## config.mk

```make
export PLATFORM = sky130hd
export DESIGN_NAME = tdc_accum
export DESIGN_NICKNAME = d
export VERILOG_FILES = /design/src/rtl/tdc_pkg.sv /design/src/rtl/tdc_accum.sv
export SDC_FILE = /design/constraint.sdc
export NUM_CORES = 1
export LEC_CHECK = 0
export BUFFER_PORTS_ARGS = -buffer_cell sky130_fd_sc_hd__buf_4
export CAP_MARGIN = 20
export CORE_UTILIZATION = 45
export CTS_CLUSTER_DIAMETER = 120
export DETAILED_ROUTE_END_ITERATION = 16
export SLEW_MARGIN = 40
export SYNTH_ARGS = -nofsm -noshare
export SYNTH_HDL_FRONTEND = slang
export SYNTH_SLANG_ARGS = --single-unit
```

## constraint.sdc

```tcl
create_clock -name clk -period 6.2 [get_ports clk]
set_clock_uncertainty 0.1 [all_clocks]
set_input_delay 0.62 -clock clk [delete_from_list [all_inputs] [get_ports clk]]
set_output_delay 0.62 -clock clk [all_outputs]
set_load 0.01 [all_outputs]
```

## src/rtl/tdc_pkg.sv

```systemverilog
// Shared definitions for the TDC window accumulator: default widths,
// FSM state encoding and the win_sel -> window-length decode.
package tdc_pkg;

  localparam int IN_W_DEF  = 12;
  localparam int SUM_W_DEF = 20;
  // 9 bits holds the largest window length (256).
  localparam int CNT_W     = 9;

  typedef enum logic [1:0] {
    IDLE  = 2'd0,
    ACCUM = 2'd1,
    DONE  = 2'd2
  } tdc_state_t;

  // Window length N = 2^(win_sel+1), giving 2..256 samples.
  function automatic logic [CNT_W-1:0] win_len(input logic [2:0] ws);
    win_len = CNT_W'(2) << ws;
  endfunction

endpackage

```

## src/rtl/tdc_accum.sv

```systemverilog
// TDC code accumulator: sums a window of 2..256 valid codes and presents
// the total on sum_out with a one-cycle dval pulse. A sample arriving in
// the DONE cycle opens the next window, so back-to-back windows lose nothing.
module tdc_accum
  import tdc_pkg::*;
#(
  parameter int IN_W  = IN_W_DEF,
  parameter int SUM_W = SUM_W_DEF
) (
  input  logic             clk,
  input  logic             rst,
  input  logic             en,
  input  logic             in_valid,
  input  logic [IN_W-1:0]  in_code,
  input  logic [2:0]       win_sel,
  output logic [SUM_W-1:0] sum_out,
  output logic             dval,
  output logic             busy
);

  tdc_state_t       state_q, state_d;
  logic [SUM_W-1:0] acc_q, acc_d;
  logic [CNT_W-1:0] cnt_q, cnt_d;
  logic [CNT_W-1:0] n_lat_q, n_lat_d;
  logic [SUM_W-1:0] sum_out_q, sum_out_d;
  logic             dval_q, dval_d;
  logic             busy_q, busy_d;

  logic [SUM_W-1:0] code_ext;
  logic [CNT_W-1:0] cnt_inc;

  assign code_ext = {{(SUM_W-IN_W){1'b0}}, in_code};
  assign cnt_inc  = cnt_q + CNT_W'(1);

  // Next-state / datapath: window start, accumulate, publish, abort.
  always_comb begin
    state_d   = state_q;
    acc_d     = acc_q;
    cnt_d     = cnt_q;
    n_lat_d   = n_lat_q;
    sum_out_d = sum_out_q;
    dval_d    = 1'b0;
    case (state_q)
      IDLE: begin
        // in_valid is ignored here; the window opens on the next cycle.
        if (en) begin
          state_d = ACCUM;
          acc_d   = '0;
          cnt_d   = '0;
          n_lat_d = win_len(win_sel);
        end
      end
      ACCUM: begin
        if (!en) begin
          // Abort: partial sum dropped, sum_out untouched.
          state_d = IDLE;
          acc_d   = '0;
          cnt_d   = '0;
        end else if (in_valid) begin
          acc_d = acc_q + code_ext;
          cnt_d = cnt_inc;
          if (cnt_inc == n_lat_q) state_d = DONE;
        end
      end
      DONE: begin
        // acc_q holds the finished window; publish it regardless of en.
        sum_out_d = acc_q;
        dval_d    = 1'b1;
        if (en) begin
          // Any sample in this cycle becomes sample 1 of the next window.
          state_d = ACCUM;
          n_lat_d = win_len(win_sel);
          acc_d   = in_valid ? code_ext : '0;
          cnt_d   = in_valid ? CNT_W'(1) : '0;
        end else begin
          state_d = IDLE;
          acc_d   = '0;
          cnt_d   = '0;
        end
      end
      default: begin
        state_d = IDLE;
        acc_d   = '0;
        cnt_d   = '0;
      end
    endcase
    busy_d = (state_d != IDLE);
  end

  // State and output registers with synchronous reset overriding everything.
  always_ff @(posedge clk) begin
    if (rst) begin
      state_q   <= IDLE;
      acc_q     <= '0;
      cnt_q     <= '0;
      n_lat_q   <= '0;
      sum_out_q <= '0;
      dval_q    <= 1'b0;
      busy_q    <= 1'b0;
    end else begin
      state_q   <= state_d;
      acc_q     <= acc_d;
      cnt_q     <= cnt_d;
      n_lat_q   <= n_lat_d;
      sum_out_q <= sum_out_d;
      dval_q    <= dval_d;
      busy_q    <= busy_d;
    end
  end

  assign sum_out = sum_out_q;
  assign dval    = dval_q;
  assign busy    = busy_q;

endmodule

```

# After elaboration in Yosys (flattened, before gate mapping)
# Index checks and enable logic that the tools add are counted.
[totals]
reg_bits = 62
latchBits = 0
mem_bits_rw = 0
mem_bits_ro = 0
in_bits = 19
out_inout_bits = 22
wordCells = 39
memories = 0
[classes]
addsub = 2
multipliers = 0
div = 0
order_cmp = 0
eq_ne = 5
n_shift = 1
n_mux = 19
bitwise = 0
reduce_logical = 5
[ops]
columns = ["op", "n"]
rows = [
  ["2-to-1 mux 20 bit", 3],
  ["one-hot mux 20 bit (3 select lines)", 1],
  ["2-to-1 mux 9 bit", 3],
  ["one-hot mux 9 bit (3 select lines)", 1],
  ["2-to-1 mux 12 bit", 2],
  ["adder 20 x 12 -> 20 bit", 1],
  ["adder 9 x 1 -> 9 bit, second input constant", 1],
  ["equality test 9 bit", 1],
  ["left shift 2 x 3 -> 9 bit, first input constant", 1],
  ["2-to-1 mux 2 bit", 4],
  ["one-hot mux 2 bit (3 select lines)", 1],
  ["2-to-1 mux 1 bit", 4],
  ["AND reduction 2 bit", 2],
  ["inequality test 3 bit, second input constant", 1],
  ["equality test 2 x 1 -> 1 bit, second input constant", 1],
  ["equality test 2 bit, second input constant", 1],
  ["logical NOT 2 bit", 1],
  ["inequality test 2 bit, second input constant", 1],
  ["nonzero test 2 bit", 1],
  ["OR reduction 2 bit", 1],
]

# Longest topological paths before layout
# Gate-level depths: netlist of run 1.
[depth]
ltp_word = 7
depth_mapped = 11

# Worst setup path before layout of run 1
# OpenSTA, ideal clock, no wires.
[synth_path]
path_kind = "input to register"
startpoint = "input in_code[0]"
endpoint = "register acc_q[14]"
setup_time_ns = 0.132
arrival_time_ns = 2.582
slack_ns = 3.386
stages = 10
path_buffers = 0
cell_sequence = "ha_1 -> inv_1 -> fa_1 -> nor2b_1 -> o21ai_0 -> a21oi_1 -> o211ai_1 -> a21oi_1 -> a31oi_1 -> or3b_2"
[synth_via]
elab_chain_cells = 4
[synth_lines]
columns = ["item", "line", "source"]
rows = [
  ["from (decl)", "tdc_accum.sv:14", "input logic [IN_W-1:0] in_code,"],
  ["adder 20 x 12 -> 20 bit", "tdc_accum.sv:60", "acc_d = acc_q + code_ext;"],
  ["2-to-1 mux 20 bit", "tdc_accum.sv:59", "end else if (in_valid) begin"],
  ["2-to-1 mux 20 bit", "tdc_accum.sv:54", "if (!en) begin"],
  ["one-hot mux 20 bit (3 select lines)", "tdc_accum.sv:43", "case (state_q)"],
  ["to (signal assigned)", "tdc_accum.sv:94", "acc_q <= '0;"],
  ["to (signal assigned)", "tdc_accum.sv:102", "acc_q <= acc_d;"],
  ["to (decl)", "tdc_accum.sv:22", "logic [SUM_W-1:0] acc_q, acc_d;"],
]
# Every way passes these cells. The select of a mux whose other input is x is not followed.
# A chain may end at the register's enable or synchronous reset.

# Worst setup path in the final report of run 1
[layout_path]
startpoint = "register acc_q[0]"
endpoint = "register acc_q[14]"
[layout_via]
elab_chain_cells = 4
[layout_lines]
columns = ["item", "line"]
rows = [
  ["adder 20 x 12 -> 20 bit", "tdc_accum.sv:60"],
  ["2-to-1 mux 20 bit", "tdc_accum.sv:59"],
  ["2-to-1 mux 20 bit", "tdc_accum.sv:54"],
  ["one-hot mux 20 bit (3 select lines)", "tdc_accum.sv:43"],
]
# Every way passes these cells. The select of a mux whose other input is x is not followed.

==> results.yml, run 1 <==
drt:
  drt-wirelength-per-cell_um: 14.5
  drc_violations: 0
  routed_via_density: 5.45
  totalWireLength_mm: 8.01
  routed-via-count: 3002
  route.antenna.remaining_nets: 0
  detail_route.iter0.violations: 125
  first_pass_iters: 4
power:
  cellPowerDensity_nw_per_um2: 226
  power.ir.vdd_worst_uv: 137
  power_leakage_nw: 1.55
worst_setup_path:
  critPathArrivalTime_ps: 3010
  worst-endpoint-required_ps: 6330
  criticalPathCategory: "reg -> reg"
  critPathMaxFanout: 6
  critical-path-top-delay-family: "compound AO/OA/AOI/OAI gates"
  timing.critical_path.cells: "ha_1, inv_1, fa_1, nor2b_1, o21ai_0, a21oi_1, o211ai_1, a21oi_1, a31oi_1, or3b_2"
  cpMostUsedCell: "a21oi_1"
  timing.critical_path.slowest_stage_cell: "or3b_2"
  slowest_delay_ps: 440
  worst_setup_path_end_kind: "flop"
  critical_path.n_buffers_inverters: 1
  worstSetupStartpointType: "flop"
outcome:
  run_status: "completed"
finish:
  post_route_cells_drive_above_1_share: 0.144
  total_area_of_multi_input_combinational_cells_sq_um: 2030
  finalCoreUtilization: 0.549
  most_common_library_cell_in_the_layout_ignoring_fill_and_taps: "nor2_1"
  num-fill-cells: 693
  final_cell_count_no_fill: 551
  area_growth_pct: 17.5
  nNetsFinal: 484
  diode_insertion_count_for_antenna_repair: 0
  mostFrequentLayoutCells: "nor2_1 (64), dfxtp_1 (61), buf_4 (43), nand2_1 (28)"
  regArea_sq_um: 1220
floorplan:
  die_height_um: 88.8
  io_pins: 41
  core_region_area_sq_um: 7250
  num_rows: 31
  design.die.area_sq_um: 7890
  initial_core_util: 0.468
  floorplan.die.width_um: 88.8
timing:
  fin_crit_sh: 0.465
  finalMaxSlewViolations: 0
  finalHoldViolations: 0
  timing.fmax_ghz: 0.347
  count_of_final_setup_violators: 0
  setup_total_negative_slack_ps: 0
  whs_ps: 376
  timing.final.ws_setup_ps: 3320
  max_slew.worst_pin.slew_ps: 618
  slew_headroom: 0.587
  period_minus_slack_ps: 2880
  grt_setup_unrepaired: "false"
logic_synthesis:
  prevailing_post_synth_register_cell: "dfxtp_1"
  synth.cell_area_sq_um: 3390
  share_of_the_yosys_chip_area_belonging_to_registers: 0.360
  yosysUniqueCellTypes: 55
  synthesis.instances: 413
  synth_fp_nets: 450
  synthesis.area_per_instance_sq_um: 8.21
  yosys_warnings: 0
  synth-async-reset-ratio: 0
  synth-edff-count: 0
  ys_ff_latch: 61
global_routing:
  vias_in_the_first_global_route: 2648
  track_usage: 0.215
  largest_net_degree_at_the_start_of_global_routing: 58
  grt_antenna_before_repair: 0
  grt-ovfl-total: 0
  grt_pass1_wl_mm: 12.7
placed_design:
  placed_cells_incl_taps: 535
  globalplace.congestion: 0.849
  io_buffer_count: 40
  hpwl_mm: 5.45
  post-place-ws_ps: 3000
clocking:
  tritoncts: "built"
  worst_skew_pair.late_latency_ps: 350
  numCtsBuffers: 9
  clk_root_buffer_cell: "clkbuf_8"
  ctsHtreeMaxLevel: 3
  numClockSinks: 61
  postCtsHoldBufs: 0
  clock_path_buffers: 2
  postCtsSetupBuffers: 0
  resized_after_cts: 0
  clkSlewWorstSetupHoldPaths_ps: 70
job:
  max_cap_viol_count: 0
worst_hold_path:
  worstHoldPathType: "reg -> reg"
-- metal layers --
layer | track usage | vias up | wire length [um]
met5 | 0 | - | 0
met4 | 0.0689 | 0 | 76
met3 | 0.0588 | 9 | 282
met2 | 0.337 | 38 | 3790
met1 | 0.288 | 1407 | 3870
li1 | - | 1548 | -
-- power by group --
| group | internal (mW) | leakage [nW] | switching [mW] |
|---|---|---|---|
| Sequential | 0.395 | 0.492 | 0.00254 |
| Clock | 0.267 | 0.116 | 0.168 |
| Combinational | 0.0258 | 0.945 | 0.0432 |
| Total | 0.688 | 1.55 | 0.214 |
-- kinds of logic (layout without fill, tap and decap cells) --
logic type	Yosys count	after routing	synth area share
multiplexers	21	21	0.0620
buffers and inverters	32	71	0.0406
XOR/XNOR	15	15	0.0387
adder cells (fa/ha/maj)	18	18	0.0686
flip-flops	61	61	0.360
AO/OA/AOI/OAI	106	106	0.195
AND/OR/NAND/NOR	160	160	0.235
-- synthesized netlist by cell type (all sizes together), types with 2 or more instances --
library cell | number | share of area
xor2 | 4 | 0.010
nor4b | 3 | 0.0077
o22ai | 3 | 0.0055
o211ai | 6 | 0.013
a211oi | 4 | 0.0089
dfxtp | 61 | 0.36
a21o | 6 | 0.013
or3 | 3 | 0.0055
xnor2 | 11 | 0.028
o21bai | 2 | 0.0044
clkbuf | 14 | 0.018
nor3 | 5 | 0.0074
nand3 | 16 | 0.027
nor2b | 4 | 0.0074
o21a | 2 | 0.0044
nor2 | 64 | 0.071
mux2i | 21 | 0.062
a31oi | 3 | 0.0055
ha | 17 | 0.063
o31ai | 3 | 0.0066
nand2b | 3 | 0.0055
nor4 | 3 | 0.0055
inv | 12 | 0.013
or4 | 4 | 0.0089
nand4 | 7 | 0.015
o21ai | 28 | 0.041
or3b | 2 | 0.0052
nand4b | 4 | 0.010
nand2 | 28 | 0.031
a22oi | 14 | 0.031
and3 | 4 | 0.0077
and2 | 7 | 0.013
buf | 6 | 0.0089
a21oi | 27 | 0.040
-- final cells by class --
class,count,share of cell area
clock buffers,10,0.0320
clock inverters,6,0.0279
inverters,12,0.0113
multi-input cells,320,0.510
flip-flops and latches,61,0.306
well taps,99,0.0311
repair buffers,43,0.0810
-- per-stage QoR --
step	area, sq um	power (mW)
3_3_place_gp	3750	0.473
4_1_cts	3990	0.910
2_1_floorplan	3390	0.448
3_5_place_dp	3750	0.475
5_1_grt	3990	0.938
6_report	3990	0.901
-- final timing paths --
kind	start	endpoint	slack (ps)	cells after the start
setup / recovery	acc_q[0]	acc_q[14]	3320	10
hold / removal	n_lat_q[8]	n_lat_q[8]	380	2
setup reg to reg	acc_q[0]	acc_q[14]	3320	10
hold reg to reg	n_lat_q[8]	n_lat_q[8]	380	2
-- state kept, by name, indices dropped and copies added (netlist names) --
name,flops
acc_q,20
sum_out,20
cnt_q,9
n_lat_q,8
state_q,2
busy,1
dval,1
-- worst register-to-register path: stages (launching register included) --
cell and delay [ps]:
dfxtp_1 370, ha_1 210, inv_1 70, fa_1 390
nor2b_1 120, o21ai_0 120, a21oi_1 240, o211ai_1 160
a21oi_1 400, a31oi_1 140, or3b_2 440
Power figures use the tool's default switching activity.
==> run 2, diff against run 1 <==
Settings changed: ABC_AREA set to 1.
Clock period 6.2 ns to 3 ns, I/O delays scaled along.
==> run 2 against run 1 <==
Fmax grew 31%; flip-flop and latch count stayed put; highest routed layer unchanged; via count up 19%; area after synthesis is 6.9% higher; critical path type unchanged.
==> results.yml, run 2 <==
worst_hold_path:
  worstHoldPathType: "in -> reg"
  whs_path_depth: 3
timing:
  slew_headroom: 0.559
  period_minus_slack_ps: 2200
  timing.final.ws_setup_ps: 796
  finalHoldViolations: 0
  fin_crit_sh: 0.735
  max_slew.worst_pin.slew_ps: 658
  finalMaxSlewViolations: 0
  grt_setup_unrepaired: "false"
  setup_total_negative_slack_ps: 0
  count_of_final_setup_violators: 0
  timing.fmax_ghz: 0.454
logic_synthesis:
  ys_ff_latch: 61
  yosysUniqueCellTypes: 33
  synthesis.instances: 571
  synth_commonest_cells: "nand2_1 (183), nor2_1 (64), dfxtp_1 (61)"
  post_synth_main_area_contributors: "dfxtp_1 (34%), nand2_1 (19%), a21oi_1 (6.6%)"
  synth-compound-area-share: 0.146
  synth.top_cell.area_share: 0.337
  prevailing_post_synth_register_cell: "dfxtp_1"
  synth-async-reset-ratio: 0
  synth_top_area_cell: "dfxtp_1"
  basic_gate_share_of_the_synthesized_area_counting_and_or_nand_and_nor_cells: 0.367
  synth.cell_area_sq_um: 3630
  share_of_the_yosys_chip_area_belonging_to_registers: 0.337
  synth-edff-count: 0
  synth_xor_area_frac: 0
  yosys.area_share.adder: 0.0642
  synth.area.mux_share: 0
  post-synth-top-count-cell: "nand2_1"
  yosys_warnings: 0
  main_combinational_cell_family_by_area_after_synthesis: "simple AND/OR/NAND/NOR gates"
  synthesis.area_per_instance_sq_um: 6.35
  synth_fp_nets: 608
outcome:
  run_status: "completed"
drt:
  drt-wirelength-per-cell_um: 12.6
  routed-via-count: 3587
  first_pass_iters: 4
  routed_via_density: 5.00
  route.antenna.remaining_nets: 0
  detail_route.iter0.violations: 123
  totalWireLength_mm: 9.07
  drc_violations: 0
floorplan:
  core_region_area_sq_um: 7770
  initial_core_util: 0.467
  design.die.area_sq_um: 8420
  io_pins: 41
  die_height_um: 91.8
  num_rows: 32
  floorplan.die.width_um: 91.8
worst_setup_path:
  critPathMaxFanout: 4
  worst-endpoint-required_ps: 3180
  slowest_delay_ps: 410
  cpMostUsedCell: "nand2_1"
  number_of_cells_on_the_worst_reg_to_reg_path: 12
  criticalPathCategory: "reg -> reg"
  timing.critical_path.cells: "ha_1, inv_1, fa_1, nor2_1, nand2_1, nand3_1, nand2_1, nand2_1, nor2_1, o21ai_0, nand2_1, a21oi_1"
  critPathArrivalTime_ps: 2380
  worst_setup_path_end_kind: "flop"
  timing.critical_path.slowest_stage_cell: "dfxtp_1"
  worstSetupStartpointType: "flop"
finish:
  most_common_library_cell_in_the_layout_ignoring_fill_and_taps: "nand2_1"
  finalCoreUtilization: 0.547
  nNetsFinal: 647
  num-fill-cells: 802
  final_cell_count_no_fill: 717
  diode_insertion_count_for_antenna_repair: 0
  total_area_of_multi_input_combinational_cells_sq_um: 2100
  post_route_cells_drive_above_1_share: 0.127
  regArea_sq_um: 1220
  mostFrequentLayoutCells: "nand2_1 (183), nor2_1 (64), dfxtp_1 (61), inv_1 (58), a21oi_1 (48)"
  area_growth_pct: 17.2
clocking:
  resized_after_cts: 0
  clk_root_buffer_cell: "clkbuf_8"
  postCtsSetupBuffers: 0
  tritoncts: "built"
  clock_path_buffers: 2
  postCtsHoldBufs: 0
  worst_skew_pair.late_latency_ps: 340
  clkSlewWorstSetupHoldPaths_ps: 80
  numCtsBuffers: 9
  ctsHtreeMaxLevel: 3
  numClockSinks: 61
power:
  power_leakage_nw: 1.94
  cellPowerDensity_nw_per_um2: 428
  power.ir.vdd_worst_uv: 338
global_routing:
  vias_in_the_first_global_route: 3253
  largest_net_degree_at_the_start_of_global_routing: 36
  grt_antenna_before_repair: 0
  grt_pass1_wl_mm: 15.3
  track_usage: 0.227
  grt-ovfl-total: 0
placed_design:
  placed_cells_incl_taps: 701
  globalplace.congestion: 0.820
  io_buffer_count: 40
  post-place-ws_ps: 841
  hpwl_mm: 6.68
job:
  max_cap_viol_count: 0
## run 2: path summary, 6_finish.rpt
| check | start | to | slack [ps] |
|---|---|---|---|
| hold / removal | win_sel[1] | n_lat_q[4] | 160 |
| setup / recovery | acc_q[0] | acc_q[8] | 800 |
| setup reg to reg | acc_q[0] | acc_q[8] | 800 |
| hold reg to reg | n_lat_q[6] | n_lat_q[6] | 380 |
## run 2: cell families after synthesis
kind of cell,count (synthesis)
flip-flops,61
adder cells (fa/ha/maj),18
buffers and inverters,78
AND/OR/NAND/NOR,316
AO/OA/AOI/OAI,98
## run 2: layout make-up
type,count,area share
tap,102,0.0300
sequential,61,0.287
inverter,61,0.0539
clock buffer,10,0.0324
clock inverter,6,0.0221
multi-input combinational,432,0.495
timing repair buffer,45,0.0795
## run 2: critical path: cells and delay by family (launching register included)
family                   cells  cell delay (ps)
AO/OA/AOI/OAI                2              270
adder cells (fa/ha/maj)      2              660
buffers and inverters        1               70
flip-flops                   1              410
AND/OR/NAND/NOR              7              640
## run 2: routing by layer
layer	up-vias	wire length, um	share of wire	track usage
met4	0	70	0.0077	0.0664
met1	1589	4760	0.52	0.329
met5	-	0	0	0
met2	71	3830	0.42	0.344
li1	1921	-	-	-
met3	6	402	0.044	0.0415
## run 2: metrics by stage
step / total power, mW / hold slack (ps) / instance area [sq um]
6_report: 1.82 / 163 / 4250
5_1_grt: 1.90 / 165 / 4250
4_1_cts: 1.84 / 151 / 4250
3_5_place_dp: 0.988 / 372 / 4020
3_3_place_gp: 0.988 / 370 / 4020
2_1_floorplan: 0.935 / 352 / 3630
## run 2: power breakdown
part           switching [mW]  leakage (nW)  internal [mW]  total [mW]
clock network           0.351         0.113          0.496       0.847
logic                  0.0971          1.34         0.0511       0.148
registers             0.00561         0.492          0.817       0.822
total                   0.453          1.94           1.36        1.82
==> run 3, diff against run 2 <==
Clock period 3 ns to 2.05 ns, I/O delays scaled along.
==> run 3 against run 2 <==
Largest power group is now sequential cells; die area unchanged; critical path depth is the same; flip-flop and latch count unchanged; highest routed layer unchanged; wire length increased by 2.1%; first-iteration DRC count rose by 51%; register-to-register slack got worse by 620 ps; total power up 28%; fmax grew 18%; combinational power grew 65%; final cell count is 0.70% higher.
==> results.yml, run 3 (same netlist as run 2, synthesis figures left out) <==
power:
  share_seq_of_total_power: 0.516
  cellPowerDensity_nw_per_um2: 535
  power_leakage_nw: 1.94
  power.ir.vdd_worst_uv: 295
  power.share.combinational: 0.105
  internal-power_mw: 1.71
  power.share.switching: 0.265
  pwr-share-clk: 0.379
  net_sw_power_uw: 618
finish:
  finalCoreUtilization: 0.562
  diode_insertion_count_for_antenna_repair: 0
  post_route_cells_drive_above_1_share: 0.169
  mostFrequentLayoutCells: "nand2_1 (178), nor2_1 (61), inv_1 (57), dfxtp_1 (56), buf_4 (50)"
  nNetsFinal: 654
  most_common_library_cell_in_the_layout_ignoring_fill_and_taps: "nand2_1"
  area_growth_pct: 20.3
worst_setup_path:
  critPathMaxFanout: 4
  criticalPathCategory: "reg -> reg"
  worstSetupStartpointType: "flop"
  timing.critical_path.cells: "ha_1, inv_1, fa_2, nor2_1, nand2_1, nand3_2, nand2_1, nand2_1, nor2_1, o21ai_0, nand2_1, a21oi_1"
  reg2reg_setup_slack_ps: 180
  critPathArrivalTime_ps: 2050
  r2r-start: "acc_q[0]"
  slowest_delay_ps: 350
  timing.critical_path.slowest_stage_cell: "dfxtp_2"
  worst_setup_path_end_kind: "flop"
  cpMostUsedCell: "nand2_1"
  r2r_end: "acc_q[6]"
  worst-endpoint-required_ps: 2230
  number_of_cells_on_the_worst_reg_to_reg_path: 12
clocking:
  clock_path_buffers: 2
  tritoncts: "built"
  clk_root_buffer_cell: "clkbuf_8"
  numCtsBuffers: 9
  worst_skew_pair.late_latency_ps: 340
  clkSlewWorstSetupHoldPaths_ps: 70
  ctsHtreeMaxLevel: 3
  numClockSinks: 61
timing:
  fin_crit_sh: 0.914
  count_of_final_setup_violators: 0
  period_minus_slack_ps: 1870
  max_slew.worst_pin.slew_ps: 609
  setup_total_negative_slack_ps: 0
  grt_setup_unrepaired: "false"
  finalHoldViolations: 0
  slew_headroom: 0.593
  finalMaxSlewViolations: 0
  timing.fmax_ghz: 0.534
floorplan:
  num_rows: 32
  core_region_area_sq_um: 7770
  io_pins: 41
  floorplan.die.width_um: 91.8
  die_height_um: 91.8
  design.die.area_sq_um: 8420
  initial_core_util: 0.467
drt:
  first_pass_iters: 6
  detail_route.iter0.violations: 186
  drt-wirelength-per-cell_um: 12.8
  totalWireLength_mm: 9.26
  drc_violations: 0
  route.antenna.remaining_nets: 0
  routed_via_density: 5.00
  routed-via-count: 3611
global_routing:
  grt_pass1_wl_mm: 15.3
  grt-ovfl-total: 0
  largest_net_degree_at_the_start_of_global_routing: 33
  grt_antenna_before_repair: 0
  track_usage: 0.230
  vias_in_the_first_global_route: 3157
worst_hold_path:
  min-delay-start: "win_sel[1]"
  hold_path_end: "n_lat_q[4]"
  whs_path_depth: 3
  worstHoldPathType: "in -> reg"
outcome:
  run_status: "completed"
placed_design:
  globalplace.congestion: 0.849
  io_buffer_count: 40
  hpwl_mm: 6.62
job:
  max_cap_viol_count: 0
-- run 3: cell types whose count changed in the layout (fill, tap and decap cells not counted), moves of 3 or more --
cell	before	now
dfxtp_2	0	5
nand2_2	5	10
nand2_1	183	178
ha_1	17	9
nor2_2	2	5
ha_4	0	6
dfxtp_1	61	56
buf_4	45	50
clkbuf_1	0	3
nor2_1	64	61
-- run 3: how the worst max path moves through the flow --
stage / end / depth (start not counted) / startpoint
finish: acc_q[6] / 12 / acc_q[0]
global route: busy / 12 / cnt_q[1]
CTS: acc_q[18] / 13 / acc_q[0]
detailed placement: acc_q[18] / 13 / acc_q[0]
global placement: acc_q[6] / 12 / acc_q[0]
floorplan: acc_q[6] / 12 / acc_q[0]
-- run 3: cell type report --
| cell class | count | area [sq um] |
|---|---|---|
| fillers | 788 | 3400 |
| multi-input cells | 432 | 2230 |
| flip-flops and latches | 61 | 1230 |
| repair buffers | 52 | 405 |
| inverters | 61 | 229 |
| clock buffers | 12 | 135 |
| well taps | 102 | 128 |
| clock inverters | 2 | 12.5 |
-- run 3: through the flow --
| stage | setup slack, ps | power [mW] | cell area (sq um) | hold WS [ps] | cells |
|---|---|---|---|---|---|
| 2_1_floorplan | 195 | 1.37 | 3630 | 269 | 571 |
| 3_3_place_gp | 127 | 1.45 | 4070 | 307 | 706 |
| 6_report | 177 | 2.33 | 4360 | 74.6 | 722 |
| 4_1_cts | 48.3 | 2.34 | 4230 | 56.2 | 721 |
| 5_1_grt | 6.77 | 2.44 | 4360 | 81.2 | 722 |
| 3_5_place_dp | 79.3 | 1.45 | 4070 | 310 | 706 |
-- run 3: timing repair --
action                     in CTS  in global routing
setup buffers                   0                  1
hold buffers                    1                  0
hold endpoints to repair        1                  0
setup endpoints to repair       0                 12
resized for setup               0                 31
-- run 3: power by group through the flow --
| stage | Clock [mW] | Combinational, mW | Sequential (mW) |
|---|---|---|---|
| floorplan | 0 | 0.139 | 1.23 |
| global placement | 0 | 0.223 | 1.23 |
| detailed placement | 0 | 0.224 | 1.23 |
| CTS | 0.910 | 0.227 | 1.20 |
| global route | 0.966 | 0.272 | 1.20 |
| finish | 0.884 | 0.244 | 1.20 |
-- run 3: per-layer routing --
layer,vias to the layer above,wire length (um),track usage
met5,-,0,0
met4,0,123,0.0820
met3,9,412,0.0357
met2,72,3710,0.329
met1,1601,5020,0.347
li1,1929,-,-
-- run 3: critical path, delay by kind of cell, from the launching register on --
family | cells | cell delay (ps)
compound gates | 2 | 260
fa+ha+maj | 2 | 520
buf+inv | 1 | 60
flops | 1 | 350
simple gates | 7 | 540
